$ cat src/rtl/lsu_pkg.sv
// Shared types and helpers for the load/store bus master.
//   mem_size_t   : request access size encoding
//   lsu_state_t  : bus master FSM states
//   GPIO_BASE    : address of the GPIO output register used by benches
//   req_bad()    : alignment / size legality check applied at accept
package lsu_pkg;

  typedef enum logic [1:0] {
    SZ_B   = 2'b00,
    SZ_H   = 2'b01,
    SZ_W   = 2'b10,
    SZ_BAD = 2'b11
  } mem_size_t;

  typedef enum logic [2:0] {
    IDLE     = 3'd0,
    RD_ISSUE = 3'd1,
    RD_WAIT  = 3'd2,
    WR_ISSUE = 3'd3,
    DONE     = 3'd4,
    ERR      = 3'd5
  } lsu_state_t;

  localparam logic [31:0] GPIO_BASE = 32'hA000_0000;

  // True when the request must be rejected without touching the bus.
  function automatic logic req_bad(input logic [1:0] size, input logic [1:0] addr_lo);
    logic bad;
    case (size)
      SZ_B:    bad = 1'b0;
      SZ_H:    bad = addr_lo[0];
      SZ_W:    bad = (addr_lo != 2'b00);
      default: bad = 1'b1;
    endcase
    return bad;
  endfunction

endpackage

$ cat src/rtl/lsu_align.sv
// Combinational lane logic for the bus master.
//   size        in  2   access size (mem_size_t encoding)
//   addr_lo     in  2   byte offset within the word
//   is_unsigned in  1   zero-extend loads when 1
//   rdata_word  in  32  word read from the bus
//   wdata       in  32  store data, right-justified
//   load_data   out 32  extracted and extended load result
//   merge_word  out 32  rdata_word with the store lane replaced
module lsu_align (
  input  logic [1:0]  size,
  input  logic [1:0]  addr_lo,
  input  logic        is_unsigned,
  input  logic [31:0] rdata_word,
  input  logic [31:0] wdata,
  output logic [31:0] load_data,
  output logic [31:0] merge_word
);
  import lsu_pkg::*;

  logic [7:0]  byte_val;
  logic [15:0] half_val;
  logic        byte_fill;
  logic        half_fill;

  // Load lane extraction with sign or zero extension.
  always_comb begin
    byte_val  = rdata_word[{addr_lo, 3'b000} +: 8];
    half_val  = rdata_word[{addr_lo[1], 4'b0000} +: 16];
    byte_fill = ~is_unsigned & byte_val[7];
    half_fill = ~is_unsigned & half_val[15];
    case (size)
      SZ_B:    load_data = {{24{byte_fill}}, byte_val};
      SZ_H:    load_data = {{16{half_fill}}, half_val};
      SZ_W:    load_data = rdata_word;
      default: load_data = 32'h0000_0000;
    endcase
  end

  // Store merge: the bus has no byte enables, so sub-word stores rewrite the whole word.
  always_comb begin
    merge_word = rdata_word;
    case (size)
      SZ_B:    merge_word[{addr_lo, 3'b000} +: 8] = wdata[7:0];
      SZ_H:    merge_word[{addr_lo[1], 4'b0000} +: 16] = wdata[15:0];
      SZ_W:    merge_word = wdata;
      default: merge_word = rdata_word;
    endcase
  end

endmodule

$ cat src/rtl/lsu_bus_master.sv
// MEM-stage initiator for the single-cycle peripheral bus. Accepts one
// load/store at a time, issues word-aligned bus cycles, waits READ_LATENCY
// cycles for read data, returns extended load data and performs
// read-modify-write for byte/halfword stores. All outputs are registered.
//   clk, rst                  clock, synchronous active-high reset
//   req_valid/req_ready       request handshake (ready high only in IDLE)
//   req_write/size/unsigned   request attributes
//   req_addr/req_wdata        byte address, right-justified store data
//   resp_valid/rdata/err      one-cycle response pulse, data, error flag
//   bus_address               word-aligned bus address
//   bus_write_data            full word to write
//   bus_write_enable          one-cycle write strobe
//   bus_read_enable           one-cycle read strobe
//   bus_read_data             read data, valid READ_LATENCY cycles after strobe
module lsu_bus_master #(
  parameter int unsigned READ_LATENCY = 1
) (
  input  logic        clk,
  input  logic        rst,
  input  logic        req_valid,
  output logic        req_ready,
  input  logic        req_write,
  input  logic [1:0]  req_size,
  input  logic        req_unsigned,
  input  logic [31:0] req_addr,
  input  logic [31:0] req_wdata,
  output logic        resp_valid,
  output logic [31:0] resp_rdata,
  output logic        resp_err,
  output logic [31:0] bus_address,
  output logic [31:0] bus_write_data,
  output logic        bus_write_enable,
  output logic        bus_read_enable,
  input  logic [31:0] bus_read_data
);
  import lsu_pkg::*;

  lsu_state_t  state;
  lsu_state_t  state_next;
  logic [2:0]  wait_cnt;
  logic        wait_last;
  logic        accept;
  logic        accept_bad;
  logic        accept_wstore;
  logic        capture;
  logic [31:0] resp_rdata_next;

  // Request fields held for the whole operation.
  logic [1:0]  lat_size;
  logic [1:0]  lat_addr_lo;
  logic        lat_unsigned;
  logic        lat_write;
  logic [31:0] lat_wdata;

  logic [31:0] load_data;
  logic [31:0] merge_word;

  lsu_align u_align (
    .size        (lat_size),
    .addr_lo     (lat_addr_lo),
    .is_unsigned (lat_unsigned),
    .rdata_word  (bus_read_data),
    .wdata       (lat_wdata),
    .load_data   (load_data),
    .merge_word  (merge_word)
  );

  // Accept decode, read-data capture point and next state.
  always_comb begin
    accept          = req_valid & req_ready;
    accept_bad      = req_bad(req_size, req_addr[1:0]);
    accept_wstore   = req_write & (req_size == SZ_W);
    wait_last       = (wait_cnt == 3'(READ_LATENCY - 1));
    capture         = (state == RD_WAIT) & wait_last;
    resp_rdata_next = 32'h0000_0000;
    state_next      = state;
    case (state)
      IDLE: begin
        if (!accept) begin
          state_next = IDLE;
        end else if (accept_bad) begin
          state_next = ERR;
        end else if (accept_wstore) begin
          state_next = WR_ISSUE;
        end else begin
          state_next = RD_ISSUE;
        end
      end
      RD_ISSUE: state_next = RD_WAIT;
      RD_WAIT: begin
        if (!wait_last) begin
          state_next = RD_WAIT;
        end else if (lat_write) begin
          state_next = WR_ISSUE;
        end else begin
          state_next      = DONE;
          resp_rdata_next = load_data;
        end
      end
      WR_ISSUE: state_next = DONE;
      DONE:     state_next = IDLE;
      ERR:      state_next = IDLE;
      default:  state_next = IDLE;
    endcase
  end

  // State, latched request and registered outputs (derived from next state so
  // strobes and responses line up with the state they belong to).
  always_ff @(posedge clk) begin
    if (rst) begin
      state            <= IDLE;
      wait_cnt         <= 3'd0;
      lat_size         <= 2'b00;
      lat_addr_lo      <= 2'b00;
      lat_unsigned     <= 1'b0;
      lat_write        <= 1'b0;
      lat_wdata        <= 32'h0000_0000;
      req_ready        <= 1'b1;
      resp_valid       <= 1'b0;
      resp_err         <= 1'b0;
      resp_rdata       <= 32'h0000_0000;
      bus_address      <= 32'h0000_0000;
      bus_write_data   <= 32'h0000_0000;
      bus_write_enable <= 1'b0;
      bus_read_enable  <= 1'b0;
    end else begin
      state            <= state_next;
      wait_cnt         <= (state == RD_WAIT) ? wait_cnt + 3'd1 : 3'd0;
      req_ready        <= (state_next == IDLE);
      resp_valid       <= (state_next == DONE) | (state_next == ERR);
      resp_err         <= (state_next == ERR);
      resp_rdata       <= resp_rdata_next;
      bus_write_enable <= (state_next == WR_ISSUE);
      bus_read_enable  <= (state_next == RD_ISSUE);
      if (accept) begin
        lat_size     <= req_size;
        lat_addr_lo  <= req_addr[1:0];
        lat_unsigned <= req_unsigned;
        lat_write    <= req_write;
        lat_wdata    <= req_wdata;
      end
      // Address stays put from strobe through capture / write-back.
      if (accept && !accept_bad) begin
        bus_address <= {req_addr[31:2], 2'b00};
      end
      if (accept && !accept_bad && accept_wstore) begin
        bus_write_data <= req_wdata;
      end else if (capture && lat_write) begin
        bus_write_data <= merge_word;
      end
    end
  end

endmodule

$ cat config.mk
export PLATFORM = sky130hd
export DESIGN_NAME = lsu_bus_master
export DESIGN_NICKNAME = d
export VERILOG_FILES = /design/src/rtl/lsu_pkg.sv /design/src/rtl/lsu_align.sv /design/src/rtl/lsu_bus_master.sv
export SDC_FILE = /design/constraint.sdc
export NUM_CORES = 1
export LEC_CHECK = 0
export CAP_MARGIN = 20
export CORE_MARGIN = 2
export CORE_UTILIZATION = 40
export DETAILED_ROUTE_END_ITERATION = 16
export PLACE_DENSITY = 0.69
export SKIP_CTS_REPAIR_TIMING = 1
export SYNTH_ARGS = -nofsm -noshare
export SYNTH_HDL_FRONTEND = slang
export SYNTH_SLANG_ARGS = --single-unit
$ cat constraint.sdc
create_clock -name clk -period 5.15 [get_ports clk]
set_clock_uncertainty 0.1 [all_clocks]
set_input_delay 0.7725 -clock clk [delete_from_list [all_inputs] [get_ports clk]]
set_output_delay 0.7725 -clock clk [all_outputs]
set_load 0.05 [all_outputs]
==> metrics.yaml, run 1 <==
outcome:
  status: "finished, final reports clean"
worst_hold_path:
  hp-class: "reg2reg"
  worstHoldPathCells: 2
  hp-start: "bus_address[28]"
  holdPathEnd: "bus_address[28]"
layout:
  area_growth_pct: 37.0
  n_antenna_cell: 0
  post-route-util: 0.555
  nNetsFinal: 1128
  layout-drive-gt1-share: 0.0718
pwr:
  p_per_area_nw_per_um2: 367
  irDropWorstVdd_mv: 0.251
  total_leakage_power_uw: 0.00360
logic_synthesis:
  synthesis.area_sq_um: 7230
  yosys_register_bits: 143
  synth_edf_count: 0
  synth.largest_area_cell: "dfxtp_1"
  synth_area_leaders: "dfxtp_1 (40%), a21oi_1 (9.3%), nand2_1 (9.1%)"
  avgSynthCellArea_sq_um: 8.30
  seq_area_frac_synth: 0.396
  syn_inst: 871
  synth_warnings: 0
  yosysTopAreaCellShare: 0.396
  synth.top_cells.by_count: "nand2_1 (176), dfxtp_1 (143), a21oi_1 (134), clkbuf_1 (50), nor2_1 (49)"
  yosysMostFrequentCell: "nand2_1"
  async_reset_ff_frac: 0
  ys.flop_type: "dfxtp_1"
  ys_types: 56
critical_path:
  cp_slowest_cell: "nand2_1"
  critical_path_buf_inv_count: 2
  worstSetupEndpointType: "register"
  max_stage_delay_ns: 0.65
  r2r_slack_ns: 2.36
  cp_top_family: "simple AND/OR/NAND/NOR gates"
  critPathKind: "in2reg"
  cp.depth: 6
  rr_worst_depth: 6
  crit_fanout: 30
  arrival_ns: 3.21
  crit_path_frequent_cell: "nand2_1"
  worstReg2RegEnd: "bus_write_data[17]"
  startpoint_type: "primary input"
  path_cells: "clkdlybuf4s50_1 -> and2_1 -> buf_4 -> nand2_1 -> nand2_1 -> a21oi_1"
  r2r-start: "wait_cnt[0]"
  critPathRequiredTime_ns: 5.33
clock_network:
  root_buffer: "clkbuf_16"
  cts_num_sinks: 143
  tritoncts: "yes"
  cts_buffers: 17
  htree_levels: 4
  clk_pin_slew_ns: 0.06
  clkLatencyLatePin_ns: 0.43
  cts_max_path_buffers: 2
die:
  core-area_sq_um: 17800
  rows: 49
  die_h_um: 138
  initial_utilization: 0.405
  pin_count: 204
  dieArea_sq_um: 19200
  fp.dieW_um: 138
place:
  dp_slack_ns: 1.68
  post-dp-hpwl_mm: 16.3
  io_buffers: 201
  gp_congestion: 0.886
grt:
  grt_pass1_wl_mm: 37.5
  grt_usage: 0.245
  grt_antenna_before_repair: 0
  grt_overflow: 0
  grt_max_degree: 76
  grt_pass1_vias: 6687
route:
  route.detailed.drc: 0
  drt_iter0_markers: 705
  vias: 7162
  ant_nets: 0
  wl_mm: 24.2
  drt-wirelength-per-cell_um: 19.2
  vias_per_cell: 5.68
  first_pass_iters: 5
sta:
  tightest_slew_ns: 1.01
  max_freq_mhz: 330
  final.period_utilization: 0.588
  layout_setup_ws_ns: 2.12
  fin_setup_tns_ns: 0
  rsz0062_at_grt: "no"
  setup_viol: 0
  drv_slew: 0
  slew_headroom: 0.322
  post-route-min-period_ns: 3.03
  hold_viol_final: 0
flow_run:
  maxCapViolCount: 0
area by class of cell:
type | count | area [sq um]
clock buffer | 17 | 425
inverter | 6 | 22.5
fill | 1618 | 7930
multi-input combinational | 637 | 3950
sequential | 143 | 2870
clock inverter | 15 | 234
timing repair buffer | 213 | 2120
tap | 229 | 287
through the flow:
step                instances  total power, uW  instance area [sq um]  hold WS (ns)
floorplan                 872             1940                   7240         0.317
global placement         1226             2250                   9210         0.328
detailed placement       1227             2260                   9220         0.347
CTS                      1259             3640                   9880         0.355
global route             1260             3800                   9910         0.373
finish                   1260             3640                   9910         0.353
layer usage:
| metal | vias to the layer above | part of all wire | global-route usage |
|---|---|---|---|
| met2 | 326 | 0.46 | 0.376 |
| met4 | 0 | 0.019 | 0.0822 |
| met3 | 30 | 0.086 | 0.0610 |
| li1 | 3418 | - | - |
| met1 | 3388 | 0.43 | 0.337 |
| met5 | - | 0 | 0 |
worst min-delay path: cells and delay by family (launching register included):
family	cells	cell delay, ns
DFF	1	0.31
and+or+nand+nor	1	0.05
AOI/OAI and AO/OA	1	0.05
logic make-up after synthesis:
| logic type | synth area share |
|---|---|
| other | 0.000519 |
| AO/OA/AOI/OAI | 0.278 |
| AND/OR/NAND/NOR | 0.193 |
| adder cells (fa/ha/maj) | 0.0121 |
| flip-flops | 0.396 |
| XOR/XNOR | 0.00121 |
| buffers and inverters | 0.0583 |
| multiplexers | 0.0606 |
layout by cell type, fill, tap and decap left out, types with 11 or more instances in the layout:
master and instances:
o31ai_1 16, nand2_1 176, nand3b_1 17, nor2_1 49
a22oi_1 25, clkdlybuf4s50_1 200, dfxtp_1 140, a221o_1 16
buf_4 11, mux2_1 22, clkbuf_16 17, a22o_1 32
a21oi_1 134, and2_1 13
report_power, final:
group | internal [uW] | switching (uW) | leakage (uW)
logic | 369 | 614 | 0.00211
registers | 1200 | 80.5 | 0.00116
clock network | 869 | 512 | 0.000322
total | 2430 | 1210 | 0.00360
sequential cells by signal, summed over array words and instances (netlist names):
signal / flops
lat_size: 2
state: 3
lat_unsigned: 1
lat_addr_lo: 2
lat_wdata: 32
resp_valid: 1
wait_cnt: 3
bus_address: 30
bus_write_enable: 1
bus_read_enable: 1
req_ready: 1
resp_rdata: 32
bus_write_data: 32
lat_write: 1
resp_err: 1
worst max path at each step:
stage,from,to,slack [ns]
finish,req_valid,bus_address[5],2.12
global route,req_valid,bus_address[25],1.88
CTS,req_valid,bus_address[29],2.09
detailed placement,req_valid,bus_address[29],1.68
global placement,req_valid,bus_address[4],1.74
floorplan,lat_addr_lo[1],bus_write_data[10],2.92
No activity file was read; power rests on OpenSTA's default activity.
==> run 2, diff against run 1 <==
==> constraint.sdc (replaced) <==
create_clock -name clk -period 2.79 [get_ports clk]
set_clock_uncertainty 0.1 [all_clocks]
set_input_delay 0.4185 -clock clk [delete_from_list [all_inputs] [get_ports clk]]
set_output_delay 0.4185 -clock clk [all_outputs]
set_load 0.05 [all_outputs]
==> metrics.yaml, run 2 (synthesized netlist as in run 1, its figures left out) <==
sta:
  hold_viol_final: 0  # unchanged
  setup_viol: 0  # unchanged
  drv_slew: 0  # unchanged
  max_freq_mhz: 425
  final.period_utilization: 0.844
  layout_setup_ws_ns: 0.435  # -1.69 ns
  rsz0062_at_grt: "no"
  whs_ns: 0.350  # -0.00223 ns
  fin_setup_tns_ns: 0  # unchanged
  post-route-min-period_ns: 2.35
  slew_headroom: 0.510  # +0.187
  tightest_slew_ns: 0.735  # -0.279 ns
clock_network:
  root_buffer: "clkbuf_16"
  cts_num_sinks: 143  # unchanged
  htree_levels: 4  # unchanged
  clkLatencyLatePin_ns: 0.42  # about the same
  clk_pin_slew_ns: 0.06  # about the same
  cts_max_path_buffers: 2  # unchanged
  tritoncts: "yes"
  cts_buffers: 17  # unchanged
die:
  rows: 49  # unchanged
  dieArea_sq_um: 19200  # unchanged
  core-area_sq_um: 17800  # unchanged
  pin_count: 204  # unchanged
  initial_utilization: 0.405  # unchanged
  die_h_um: 138  # unchanged
  fp.dieW_um: 138  # unchanged
route:
  route.detailed.drc: 0  # unchanged
  vias: 7172  # +0.14%
  drt-wirelength-per-cell_um: 19.0  # -0.96%
  wl_mm: 24.2  # +0.22%
  first_pass_iters: 5  # unchanged
  drt_iter0_markers: 647  # -8.2%
  ant_nets: 0  # unchanged
  vias_per_cell: 5.63  # -1.0%
layout:
  fillers: 1618  # unchanged
  top_regs: "bus_write_data: 32 flops, lat_wdata: 32 flops, resp_rdata: 32 flops"
  area_growth_pct: 38.4
  layout_commonest_cell: "clkdlybuf4s50_1"
  layout-drive-gt1-share: 0.0851  # +0.0133
  n_antenna_cell: 0  # unchanged
  layout_common_cells: "clkdlybuf4s50_1 (200), nand2_1 (176), dfxtp_1 (140)"
  multi_input_area_sq_um: 3950  # unchanged
  post-route-util: 0.561  # +0.00568
  regArea_sq_um: 2870  # unchanged
  nNetsFinal: 1143  # +1.3%
outcome:
  status: "finished, final reports clean"
pwr:
  irDropWorstVdd_mv: 0.534  # +110%
  p_per_area_nw_per_um2: 673  # +83%
  total_leakage_power_uw: 0.00366  # +1.8%
grt:
  grt_pass1_wl_mm: 37.8  # +0.72%
  grt_usage: 0.246  # +0.00158
  grt_pass1_vias: 6833  # +2.2%
  grt_overflow: 0  # unchanged
  grt_max_degree: 65  # -14%
  grt_antenna_before_repair: 0  # unchanged
place:
  io_buffers: 201  # unchanged
  dp_slack_ns: 0.255  # -1.42 ns
  post-dp-hpwl_mm: 16.8  # +3.1%
  gp_congestion: 0.883  # -0.28%
critical_path:
  cp_slowest_cell: "inv_1"
  arrival_ns: 2.59  # -0.62 ns
  path_cells: "inv_1 -> ha_1 -> nand2b_1 -> nor4_4 -> a221oi_1 -> o32ai_2"
  max_stage_delay_ns: 0.41  # -0.24 ns
  worstSetupEndpointType: "register"
  critPathKind: "reg2reg"
  critPathRequiredTime_ns: 3.03  # -2.30 ns
  startpoint_type: "register"
  crit_fanout: 19  # -37%
flow_run:
  maxCapViolCount: 0  # unchanged
worst_hold_path:
  hp-class: "reg2reg"
## run 2: where the power goes
| part | switching, uW | leakage (uW) | internal (uW) |
|---|---|---|---|
| clock network | 940 | 0.000316 | 1600 |
| registers | 161 | 0.00116 | 2210 |
| logic | 1120 | 0.00218 | 703 |
## run 2: final cells by class
cell class,count,area share
Clock buffer,17,0.0425
Clock inverter,15,0.0234
Inverter,6,0.00225
Multi-Input combinational cell,637,0.395
Sequential cell,143,0.286
Tap cell,229,0.0286
Timing Repair Buffer,228,0.222
## run 2: final timing paths
kind | from | endpoint | slack [ns] | cells after the start
worst min-delay path | wait_cnt[0] | wait_cnt[0] | 0.35 | 1
worst max register to register | lat_addr_lo[1] | bus_write_data[26] | 0.44 | 6
worst max-delay path | lat_addr_lo[1] | bus_write_data[26] | 0.44 | 6
worst min register to register | wait_cnt[0] | wait_cnt[0] | 0.35 | 1
## run 2: per-layer routing
metal / share of wire / GRT usage / wire (um) / up-vias
met3: 0.083 / 0.0714 / 2010 / 42
met2: 0.46 / 0.390 / 11100 / 297
li1: - / - / - / 3455
met5: 0 / 0 / 0 / -
met4: 0.023 / 0.0865 / 559 / 0
met1: 0.44 / 0.322 / 10600 / 3378
## run 2: worst max-delay path, delay by kind of cell, from the launching register on
kind,cells,cell delay [ns]
and+or+nand+nor,2,0.57
AOI/OAI and AO/OA,2,0.52
buffers and inverters,1,0.41
adders and majority gates,1,0.36
DFF,1,0.32
## run 2: metrics by stage
step / instance area, sq um / power (uW) / instances
6_report: 10000 / 6740 / 1275
5_1_grt: 10000 / 7020 / 1275
4_1_cts: 10000 / 6760 / 1275
3_5_place_dp: 9350 / 4220 / 1243
3_3_place_gp: 9350 / 4200 / 1243
2_1_floorplan: 7240 / 3580 / 872
==> run 3, diff against run 2 <==
--- a/config.mk
+++ b/config.mk
@@ -9,7 +9,7 @@
 export CORE_MARGIN = 2
 export CORE_UTILIZATION = 40
 export DETAILED_ROUTE_END_ITERATION = 16
-export PLACE_DENSITY = 0.69
+export PLACE_DENSITY = 0.71
 export SKIP_CTS_REPAIR_TIMING = 1
 export SYNTH_ARGS = -nofsm -noshare
 export SYNTH_HDL_FRONTEND = slang
==> constraint.sdc (replaced) <==
create_clock -name clk -period 2.1 [get_ports clk]
set_clock_uncertainty 0.1 [all_clocks]
set_input_delay 0.315 -clock clk [delete_from_list [all_inputs] [get_ports clk]]
set_output_delay 0.315 -clock clk [all_outputs]
set_load 0.05 [all_outputs]
==> metrics.yaml, run 3 (synthesized netlist as in run 1, its figures left out) <==
outcome:
  status: "finished, final reports clean"
sta:
  fin_setup_tns_ns: 0  # unchanged
  setup_viol: 0  # unchanged
  rsz0062_at_grt: "no"
  tightest_slew_ns: 0.738  # +0.00297 ns
  hold_viol_final: 0  # unchanged
  max_freq_mhz: 487
  slew_headroom: 0.507  # -0.00251
  drv_slew: 0  # unchanged
  final.period_utilization: 0.977
  post-route-min-period_ns: 2.05
layout:
  nNetsFinal: 1185  # +3.7%
  layout_common_cells: "clkdlybuf4s50_1 (200), nand2_1 (176), dfxtp_1 (140)"
  layout_commonest_cell: "clkdlybuf4s50_1"
  area_growth_pct: 43.3
  n_antenna_cell: 0  # unchanged
  layout-drive-gt1-share: 0.122  # +0.0372
  top_regs: "bus_write_data: 32 flops, lat_wdata: 32 flops, resp_rdata: 32 flops"
flow_run:
  maxCapViolCount: 0  # unchanged
critical_path:
  critPathKind: "reg2out"
  worstSetupEndpointType: "output port"
  arrival_ns: 1.64  # -0.95 ns
  critical_path_buf_inv_count: 1  # unchanged
  startpoint_type: "register"
  cp.depth: 1  # -5
  critPathRequiredTime_ns: 1.68  # -1.35 ns
  path_cells: "clkdlybuf4s50_1"
  rr_worst_depth: 5  # -1
  cp_slowest_cell: "clkdlybuf4s50_1"
  crit_fanout: 2  # -17
  cp_top_family: "buffers and inverters"
  max_stage_delay_ns: 0.84  # +0.43 ns
clock_network:
  cts_buffers: 17  # unchanged
  clkLatencyLatePin_ns: 0.43  # about the same
  clk_pin_slew_ns: 0.07  # about the same
  root_buffer: "clkbuf_16"
  htree_levels: 4  # unchanged
  cts_max_path_buffers: 2  # unchanged
  cts_num_sinks: 143  # unchanged
  tritoncts: "yes"
route:
  first_pass_iters: 7  # +2
  wl_mm: 24.7  # +1.9%
  vias: 7406  # +3.3%
  route.detailed.drc: 0  # unchanged
  drt_iter0_markers: 785  # +21%
  vias_per_cell: 5.62  # about the same
  ant_nets: 0  # unchanged
  drt-wirelength-per-cell_um: 18.8  # -1.3%
grt:
  grt_overflow: 0  # unchanged
  grt_usage: 0.252  # +0.00564
  grt_max_degree: 47  # -28%
  grt_pass1_vias: 7131  # +4.4%
  grt_pass1_wl_mm: 38.7  # +2.5%
  grt_antenna_before_repair: 0  # unchanged
die:
  pin_count: 204  # unchanged
  initial_utilization: 0.405  # unchanged
  rows: 49  # unchanged
  fp.dieW_um: 138  # unchanged
  core-area_sq_um: 17800  # unchanged
  dieArea_sq_um: 19200  # unchanged
  die_h_um: 138  # unchanged
pwr:
  total_leakage_power_uw: 0.00387  # +5.8%
  power_uw: 8740  # +30%
  p_per_area_nw_per_um2: 843  # +25%
  irDropWorstVdd_mv: 0.651  # +22%
place:
  io_buffers: 201  # unchanged
  gp_congestion: 0.895  # +1.3%
  post-dp-hpwl_mm: 17.3  # +2.7%
worst_hold_path:
  worstHoldPathCells: 2  # +1
  hp-class: "in2reg"
[run 3: changes by cell type in the layout (fill, tap and decap cells not counted), moves of 3 or more]
cell and delta:
bufinv_16 -4, inv_6 +3, buf_12 +9, buf_4 +33
[run 3: path summary, 6_finish.rpt]
| check | startpoint | slack [ns] | to |
|---|---|---|---|
| min reg2reg | wait_cnt[0] | 0.34 | wait_cnt[0] |
| min | rst | 0.14 | bus_write_data[26] |
| max | bus_write_data[16] | 0.05 | bus_write_data[16] |
| max reg2reg | lat_size[0] | 0.09 | bus_write_data[3] |
[run 3: stage by stage]
step / hold WS, ns / worst slack [ns] / utilization / cells / instance area, sq um
floorplan: 0.295 / 0.0217 / - / 872 / 7240
detailed placement: 0.341 / -0.00718 / 0.548 / 1285 / 9780
global route: 0.140 / 0.00930 / 0.581 / 1317 / 10400
CTS: 0.124 / 0.0326 / 0.581 / 1317 / 10400
finish: 0.141 / 0.0477 / 0.581 / 1317 / 10400
global placement: 0.332 / 0.0503 / 0.548 / 1285 / 9780
[run 3: report_power, final]
part	switching (uW)	internal, uW	leakage [uW]
sequential	193	2930	0.00116
clock	1320	1670	0.000283
combinational	1560	1060	0.00243
[run 3: layout make-up]
| class | count | area, sq um |
|---|---|---|
| Tap cell | 229 | 287 |
| Multi-Input combinational cell | 637 | 3960 |
| Sequential cell | 143 | 2870 |
| Timing Repair Buffer | 270 | 2650 |
| Inverter | 6 | 22.5 |
| Clock buffer | 17 | 425 |
| Clock inverter | 15 | 153 |
| Fill cell | 1551 | 7480 |
[run 3: metal layers]
metal | GRT usage | part of all wire
met1 | 0.333 | 0.43
met2 | 0.389 | 0.46
met3 | 0.0783 | 0.092
met4 | 0.0934 | 0.026
met5 | 0 | 0
